--- src/rtl/hc194_seq.sv ---
// Command sequencer driving an HC194 4-bit universal shift register.
// Accepts NOP/LOAD/shift/rotate commands and holds the '194 mode for the requested cycles.
module hc194_seq #(
    parameter int CNT_W = 4
) (
    input  logic             CP,
    input  logic             MR,
    input  logic             cmd_valid,
    output logic             cmd_ready,
    input  logic [2:0]       cmd_op,
    input  logic [0:3]       cmd_data,
    input  logic [CNT_W-1:0] cmd_cnt,
    input  logic             ser_in,
    output logic             ser_rd,
    input  logic [0:3]       Q_in,
    output logic [1:0]       S,
    output logic             DSR,
    output logic             DSL,
    output logic [0:3]       D,
    output logic             busy,
    output logic             done
);

    typedef enum logic [1:0] {ST_IDLE, ST_RUN, ST_DONE} state_t;

    localparam logic [2:0] OP_NOP  = 3'b000;
    localparam logic [2:0] OP_LOAD = 3'b001;
    localparam logic [2:0] OP_SHR  = 3'b010;
    localparam logic [2:0] OP_SHL  = 3'b011;
    localparam logic [2:0] OP_ROTR = 3'b100;
    localparam logic [2:0] OP_ROTL = 3'b101;

    localparam logic [1:0] S_HOLD  = 2'b00;
    localparam logic [1:0] S_RIGHT = 2'b01;
    localparam logic [1:0] S_LEFT  = 2'b10;
    localparam logic [1:0] S_LOAD  = 2'b11;

    localparam logic [CNT_W-1:0] CNT_ONE = {{(CNT_W-1){1'b0}}, 1'b1};

    state_t           state_q, state_d;
    logic [2:0]       op_q, op_d;
    logic [CNT_W-1:0] cnt_q, cnt_d;
    logic [1:0]       s_q, s_d;
    logic [0:3]       data_q, data_d;
    logic             busy_q, busy_d;
    logic             done_q, done_d;
    logic             ready_q, ready_d;

    always_comb begin
        state_d = state_q;
        op_d    = op_q;
        cnt_d   = cnt_q;
        s_d     = s_q;
        data_d  = data_q;
        busy_d  = busy_q;
        done_d  = done_q;
        ready_d = ready_q;
        case (state_q)
            ST_IDLE: begin
                if (cmd_valid && ready_q) begin
                    op_d    = cmd_op;
                    ready_d = 1'b0;
                    busy_d  = 1'b1;
                    // Zero-length work (NOP, illegal, cnt==0) skips RUN entirely.
                    state_d = ST_DONE;
                    done_d  = 1'b1;
                    case (cmd_op)
                        OP_LOAD: begin
                            state_d = ST_RUN;
                            done_d  = 1'b0;
                            cnt_d   = CNT_ONE;
                            s_d     = S_LOAD;
                            data_d  = cmd_data;
                        end
                        OP_SHR, OP_ROTR, OP_SHL, OP_ROTL: begin
                            if (cmd_cnt != '0) begin
                                state_d = ST_RUN;
                                done_d  = 1'b0;
                                cnt_d   = cmd_cnt;
                                s_d     = (cmd_op == OP_SHR || cmd_op == OP_ROTR) ? S_RIGHT : S_LEFT;
                            end
                        end
                        default: ;
                    endcase
                end
            end
            ST_RUN: begin
                cnt_d = cnt_q - 1'b1;
                if (cnt_q == CNT_ONE) begin
                    state_d = ST_DONE;
                    s_d     = S_HOLD;
                    done_d  = 1'b1;
                end
            end
            ST_DONE: begin
                state_d = ST_IDLE;
                done_d  = 1'b0;
                busy_d  = 1'b0;
                ready_d = 1'b1;
            end
            default: begin
                state_d = ST_IDLE;
                s_d     = S_HOLD;
                done_d  = 1'b0;
                busy_d  = 1'b0;
                ready_d = 1'b1;
            end
        endcase
    end

    always_ff @(posedge CP or negedge MR) begin
        if (!MR) begin
            state_q <= ST_IDLE;
            op_q    <= OP_NOP;
            cnt_q   <= '0;
            s_q     <= S_HOLD;
            data_q  <= 4'b0000;
            busy_q  <= 1'b0;
            done_q  <= 1'b0;
            ready_q <= 1'b1;
        end else begin
            state_q <= state_d;
            op_q    <= op_d;
            cnt_q   <= cnt_d;
            s_q     <= s_d;
            data_q  <= data_d;
            busy_q  <= busy_d;
            done_q  <= done_d;
            ready_q <= ready_d;
        end
    end

    logic run;
    assign run = (state_q == ST_RUN);

    // Rotates recirculate the bit falling off the far end of the '194.
    assign DSR    = run && ((op_q == OP_SHR) ? ser_in : (op_q == OP_ROTR) ? Q_in[3] : 1'b0);
    assign DSL    = run && ((op_q == OP_SHL) ? ser_in : (op_q == OP_ROTL) ? Q_in[0] : 1'b0);
    assign ser_rd = run && (op_q == OP_SHR || op_q == OP_SHL);

    assign S         = s_q;
    assign D         = data_q;
    assign busy      = busy_q;
    assign done      = done_q;
    assign cmd_ready = ready_q;

endmodule

--- config.mk ---
export PLATFORM = sky130hd
export DESIGN_NAME = hc194_seq
export DESIGN_NICKNAME = d
export VERILOG_FILES = /design/src/rtl/hc194_seq.sv
export SDC_FILE = /design/constraint.sdc
export NUM_CORES = 1
export LEC_CHECK = 0
export ABC_CLOCK_PERIOD_IN_PS = 1300
export CAP_MARGIN = 20
export CORE_MARGIN = 2
export CORE_UTILIZATION = 35
export CTS_CLUSTER_SIZE = 14
export DETAILED_ROUTE_END_ITERATION = 6
export PLACE_DENSITY = 0.67
export SYNTH_ARGS = -nofsm -noshare
export SYNTH_HDL_FRONTEND = slang
export SYNTH_SLANG_ARGS = --single-unit
--- constraint.sdc ---
create_clock -name CP -period 1.3 [get_ports CP]
set_input_delay 0.39 -clock CP [delete_from_list [all_inputs] [get_ports CP]]
set_output_delay 0.39 -clock CP [all_outputs]
set_load 0.005 [all_outputs]
## Word level (Yosys, flattened, before mapping)

Cells that the tools add are included.

- Bitwise gates (word level): 2
- Add/subtract/negate cells: 1
- Multiplexer cells: 28
- Eq/ne operators: 16
- Reduce and logical (&&, ||, !) cells: 16

Operator list:

| kind | count |
|---|---|
| 4-bit one-hot mux with 2 select lines | 2 |
| 2-bit 2-to-1 mux | 7 |
| 3-bit by 2-bit == test with 1-bit output (second input constant) | 4 |
| 3-bit == test (second input constant) | 4 |
| 2-bit one-hot mux with 2 select lines | 3 |
| 1-bit 2-to-1 mux | 9 |
| 4-bit 2-to-1 mux | 2 |
| 1-bit one-hot mux with 2 select lines | 4 |
| 2-bit one-hot mux with 3 select lines | 1 |
| 2-bit AND reduction | 3 |
| 5-bit AND reduction | 1 |
| 4-bit by 1-bit == test with 1-bit output (second input constant) | 1 |
| 1-bit logical AND | 4 |
| 4-bit AND reduction | 1 |
| 4-bit nonzero test | 1 |
| 4-bit OR reduction | 1 |
| 4-bit by 1-bit subtractor with 4-bit output (second input constant) | 1 |
| 3-bit by 1-bit == test with 1-bit output (second input constant) | 1 |
| 3-bit by 1-bit != test with 1-bit output (second input constant) | 1 |
| 3-bit != test (second input constant) | 1 |
| 3-bit AND reduction | 1 |
| 2-bit by 1-bit == test with 1-bit output (second input constant) | 1 |
| 2-bit == test (second input constant) | 1 |
| 2-bit zero test | 1 |
| other kinds (5) | 7 |

- Logic and storage cells: 71
- Flip-flop bits (word level): 18
- Output and inout port bits: 12

## Depth between registers and ports, before layout

- Depth in word-level cells: 7
- Gate-level depth with buffers: 6
- Gate-level depth less buffers: 5

## Worst setup path after synthesis

No wires, ideal clock.

- Path kind: reg-to-reg
- From: reg ready_q (netlist: cmd_ready)
- To: reg data_q (netlist bit D[0])
- Path buffers: 0
- Slack: -120 ps
- Library setup time: 125 ps
- Required time: 1175 ps
- Data arrival time: 1295 ps
- Stages on the path, launching flop included: 5
- Period minus slack after synthesis: 1420 ps
- Path through: dfstp_2 nand2_1 nor3_4 nand2_2 mux2_2

- Cells in the longest elaborated chain, start to end: 2

RTL lines:

| element | RTL line | source |
|---|---|---|
| start: declaration | 47 | `logic ready_q, ready_d;` |
| start signal: assignment | 129 | `ready_q <= ready_d;` |
| 1-bit logical AND | 60 | `if (cmd_valid && ready_q) begin` |
| 3-bit AND reduction (no source line) | -- |  |
| end signal: assignment | 126 | `data_q <= data_d;` |
| end: declaration | 44 | `logic [0:3] data_q, data_d;` |

Every way passes these cells.
A chain may end at the register's enable or synchronous reset.

## Worst setup path after layout

- From: reg op_q[2]
- To: out DSR

- Cells in the longest elaborated chain, start to end: 4

RTL lines:

| element | RTL line | source |
|---|---|---|
| start: declaration | 41 | `logic [2:0] op_q, op_d;` |
| start signal: assignment | 123 | `op_q <= op_d;` |
| 3-bit == test | 137 | `assign DSR = run && ((op_q == OP_SHR) ? ser_in : (op_q == OP_ROTR) ? Q_in[3] : 1'b0);` |
| 1-bit 2-to-1 mux | 137 |  |
| 1-bit 2-to-1 mux * | 137 |  |
| 1-bit logical AND * | 137 |  |
| end: declaration | 17 | `output logic DSR,` |

Mark *: on every way between the ends. The rest lies on a longest branch, timed or not.

==> results.yml <==
status:
  outcome: "finished, violations left"
  violations: "negative setup slack"
power_and_ir_drop:
  ir_drop_v: 0.00132
  seqPwrFrac: 0.320
  p_switching_w: 0.00112
  static-leakage-power_nw: 0.745
  power_w: 0.00313
  p_comb_frac: 0.589
  p_per_area_nw_per_um2: 2000
  p_sw_frac: 0.358
  p_int_w: 0.00201
  clockPowerShare: 0.091
logic_synthesis:
  yosysSeqAreaShare: 0.472
  netlist_area_um2: 905
  avgSynthCellArea_um2: 10.9
  syn-num-nets: 104
  synth_edf_count: 0
  ys_types: 32
  synthFlopType: "dfrtp_1"
  yosys_register_bits: 17
  synthArstFlopShare: 1.00
  postSynthCellCount: 83
  ys.warnings.count: 0
floorplan:
  num_rows: 18
  coreArea_um2: 2450
  fp.dieW_um: 54.8
  fp.dieArea_um2: 3010
  io-pin-count: 31
  fp.dieH_um: 54.8
  start_util: 0.369
setup_path:
  path_cells: "nor2b_2, nand2_1, a211oi_2, buf_2"
  cp.arrival_ns: 1.30
  path_max_fanout: 3
  regToRegEndpoint: "cnt_q[1]$_DFFE_PN0P_"
  required_ns: 0.91
  reg2reg_from: "cmd_ready$_DFFE_PN1P_"
  slowest_stage: "dfrtp_1"
  reg2reg_depth: 6
  r2r_setup_slack_ns: -0.19
  timing_worst_setup_path_type: "register to output port"
  slowest_delay_ns: 0.40
  crit_path_end_kind: "output port"
  critPathBufInv: 1
  start_kind: "register"
  path_delay_family: "flip-flops"
timing:
  setup-violations-final: 21
  slew_headroom: 0.805
  fin_crit_ns: 1.69
  setup_slack_ns: -0.393
  rsz0062_at_grt: "yes"
  timing.final.crit_share: 1.30
  worst_slew_pin_slew_ns: 0.291
  fin_hold_ws_ns: 0.429
  worst_clock_skew_ns: 0.00180
  hold_violations: 0
  timing.fmax_mhz: 591
  tns_ns: -3.40
  drv_slew: 0
clocking:
  clk_path_buf_depth: 2
  clk_pin_slew_worst_paths_ns: 0.10
  clock_sinks: 17
  htree_levels: 1
  numCtsBuffers: 3
  cts_tree: "done"
  clk_latency_ns: 0.29
  hold_buffers: 0
  ctsRootBufferMaster: "clkbuf_4"
place:
  placedCellCount: 155
  io_buffers: 28
  hpwl_um: 1820
  dpl-instance-area_um2: 1390
  gp_congestion: 0.739
finish:
  antenna_cells: 0
  layout.nets: 165
  mostFrequentLayoutCell: "buf_4"
  drive_gt1_frac: 0.580
  final_cell_mix: "21 x buf_4, 15 x dfrtp_1, 9 x clkbuf_2, 9 x buf_6"
  area_growth_pct: 73.0
  layoutNonFillerInstCount: 173
  postLayoutCellArea_um2: 1570
run:
  drv_cap: 0
global_routing:
  grt_overflow: 0
  grt_pass1_wl_um: 3960
  antenna_found_initial: 0
  grt_pass1_vias: 885
  grt.total_usage: 0.192
  grt_max_degree: 18
worst_hold_path:
  hold_path_class: "input port to asynchronous set/reset pin"
detailed_routing:
  vias: 860
  wl_um: 2500
  avgRoutedWirePerCell_um: 14.5
  postRouteAntennaNets: 0
  first_pass_iters: 4
  vias_per_cell: 4.97
  first_iter_violations: 13
  drc_errors: 0
==> kinds of logic after synthesis <==
kind of cell	share of synthesized area
buf+inv	0.0263
xor+xnor	0.0180
compound gates	0.187
fa+ha+maj	0.0277
flops	0.472
mux	0.104
simple gates	0.166
==> per-stage QoR <==
step | setup WS (ns) | util
finish | -0.393 | 0.638
global route | -0.467 | 0.638
CTS | -0.433 | 0.624
detailed placement | -0.831 | 0.566
global placement | -0.737 | 0.566
floorplan | -0.101 | -
==> power groups by stage <==
stage / clock network [W] / registers, W / logic, W
after floorplan: 0 / 0.000978 / 0.000715
after global placement: 0 / 0.000972 / 0.00139
after detailed placement: 0 / 0.000993 / 0.00142
after CTS: 0.000294 / 0.000986 / 0.00172
after global routing: 0.000325 / 0.00104 / 0.00199
final: 0.000285 / 0.00100 / 0.00184
==> synthesized netlist by cell type, drive strengths merged, types with 2 or more instances <==
cell type / count / area share
a21o: 2 / 0.017
a21oi: 8 / 0.044
a22oi: 2 / 0.017
buf: 2 / 0.014
dfrtp: 16 / 0.44
ha: 2 / 0.028
inv: 3 / 0.012
mux2: 8 / 0.10
nand2: 9 / 0.040
nor2: 8 / 0.033
nor2b: 2 / 0.014
nor3: 2 / 0.024
nor3b: 2 / 0.017
o211ai: 2 / 0.017
o21bai: 2 / 0.021
o2bb2ai: 2 / 0.019
==> cell type report <==
cell class                 count  area (µm²)
clock buffer                   4        26.3
fill                         195         890
inverter                       3        11.3
multi-input combinational     61         587
sequential                    17         428
tap                           30        37.5
timing repair buffer          58         475
==> flip-flops by register name, summed over array words and instances (netlist names) <==
signal,count
state_q,2
busy,1
S,2
cnt_q,4
op_q,3
D,4
cmd_ready,1
==> how the worst max path moves through the flow <==
stage / from / endpoint / slack [ns] / depth (start not counted)
6_report: op_q[2]$_DFFE_PN0P_ / DSR / -0.39 / 4
5_1_grt: op_q[2]$_DFFE_PN0P_ / DSR / -0.47 / 4
4_1_cts: op_q[2]$_DFFE_PN0P_ / DSR / -0.43 / 3
3_5_place_dp: ser_in / DSR / -0.83 / 4
3_3_place_gp: ser_in / DSR / -0.74 / 4
2_1_floorplan: cmd_cnt[1] / cnt_q[1]$_DFFE_PN0P_ / -0.10 / 4
==> repair_timing <==
| item | 4_1_cts | 5_1_grt |
|---|---|---|
| gates resized for setup | 68 | 25 |
| setup buffers | 11 | 7 |
| setup endpoints to repair | 28 | 29 |
| pin swaps | 12 | 11 |
==> per-layer routing <==
layer,up-vias,GRT usage,share of wire
met2,26,0.321,0.52
met5,-,0,0
met4,0,0.0708,0.0096
met1,412,0.237,0.41
met3,4,0.0464,0.061
li1,418,-,-
(Power assumes the default switching activity.)
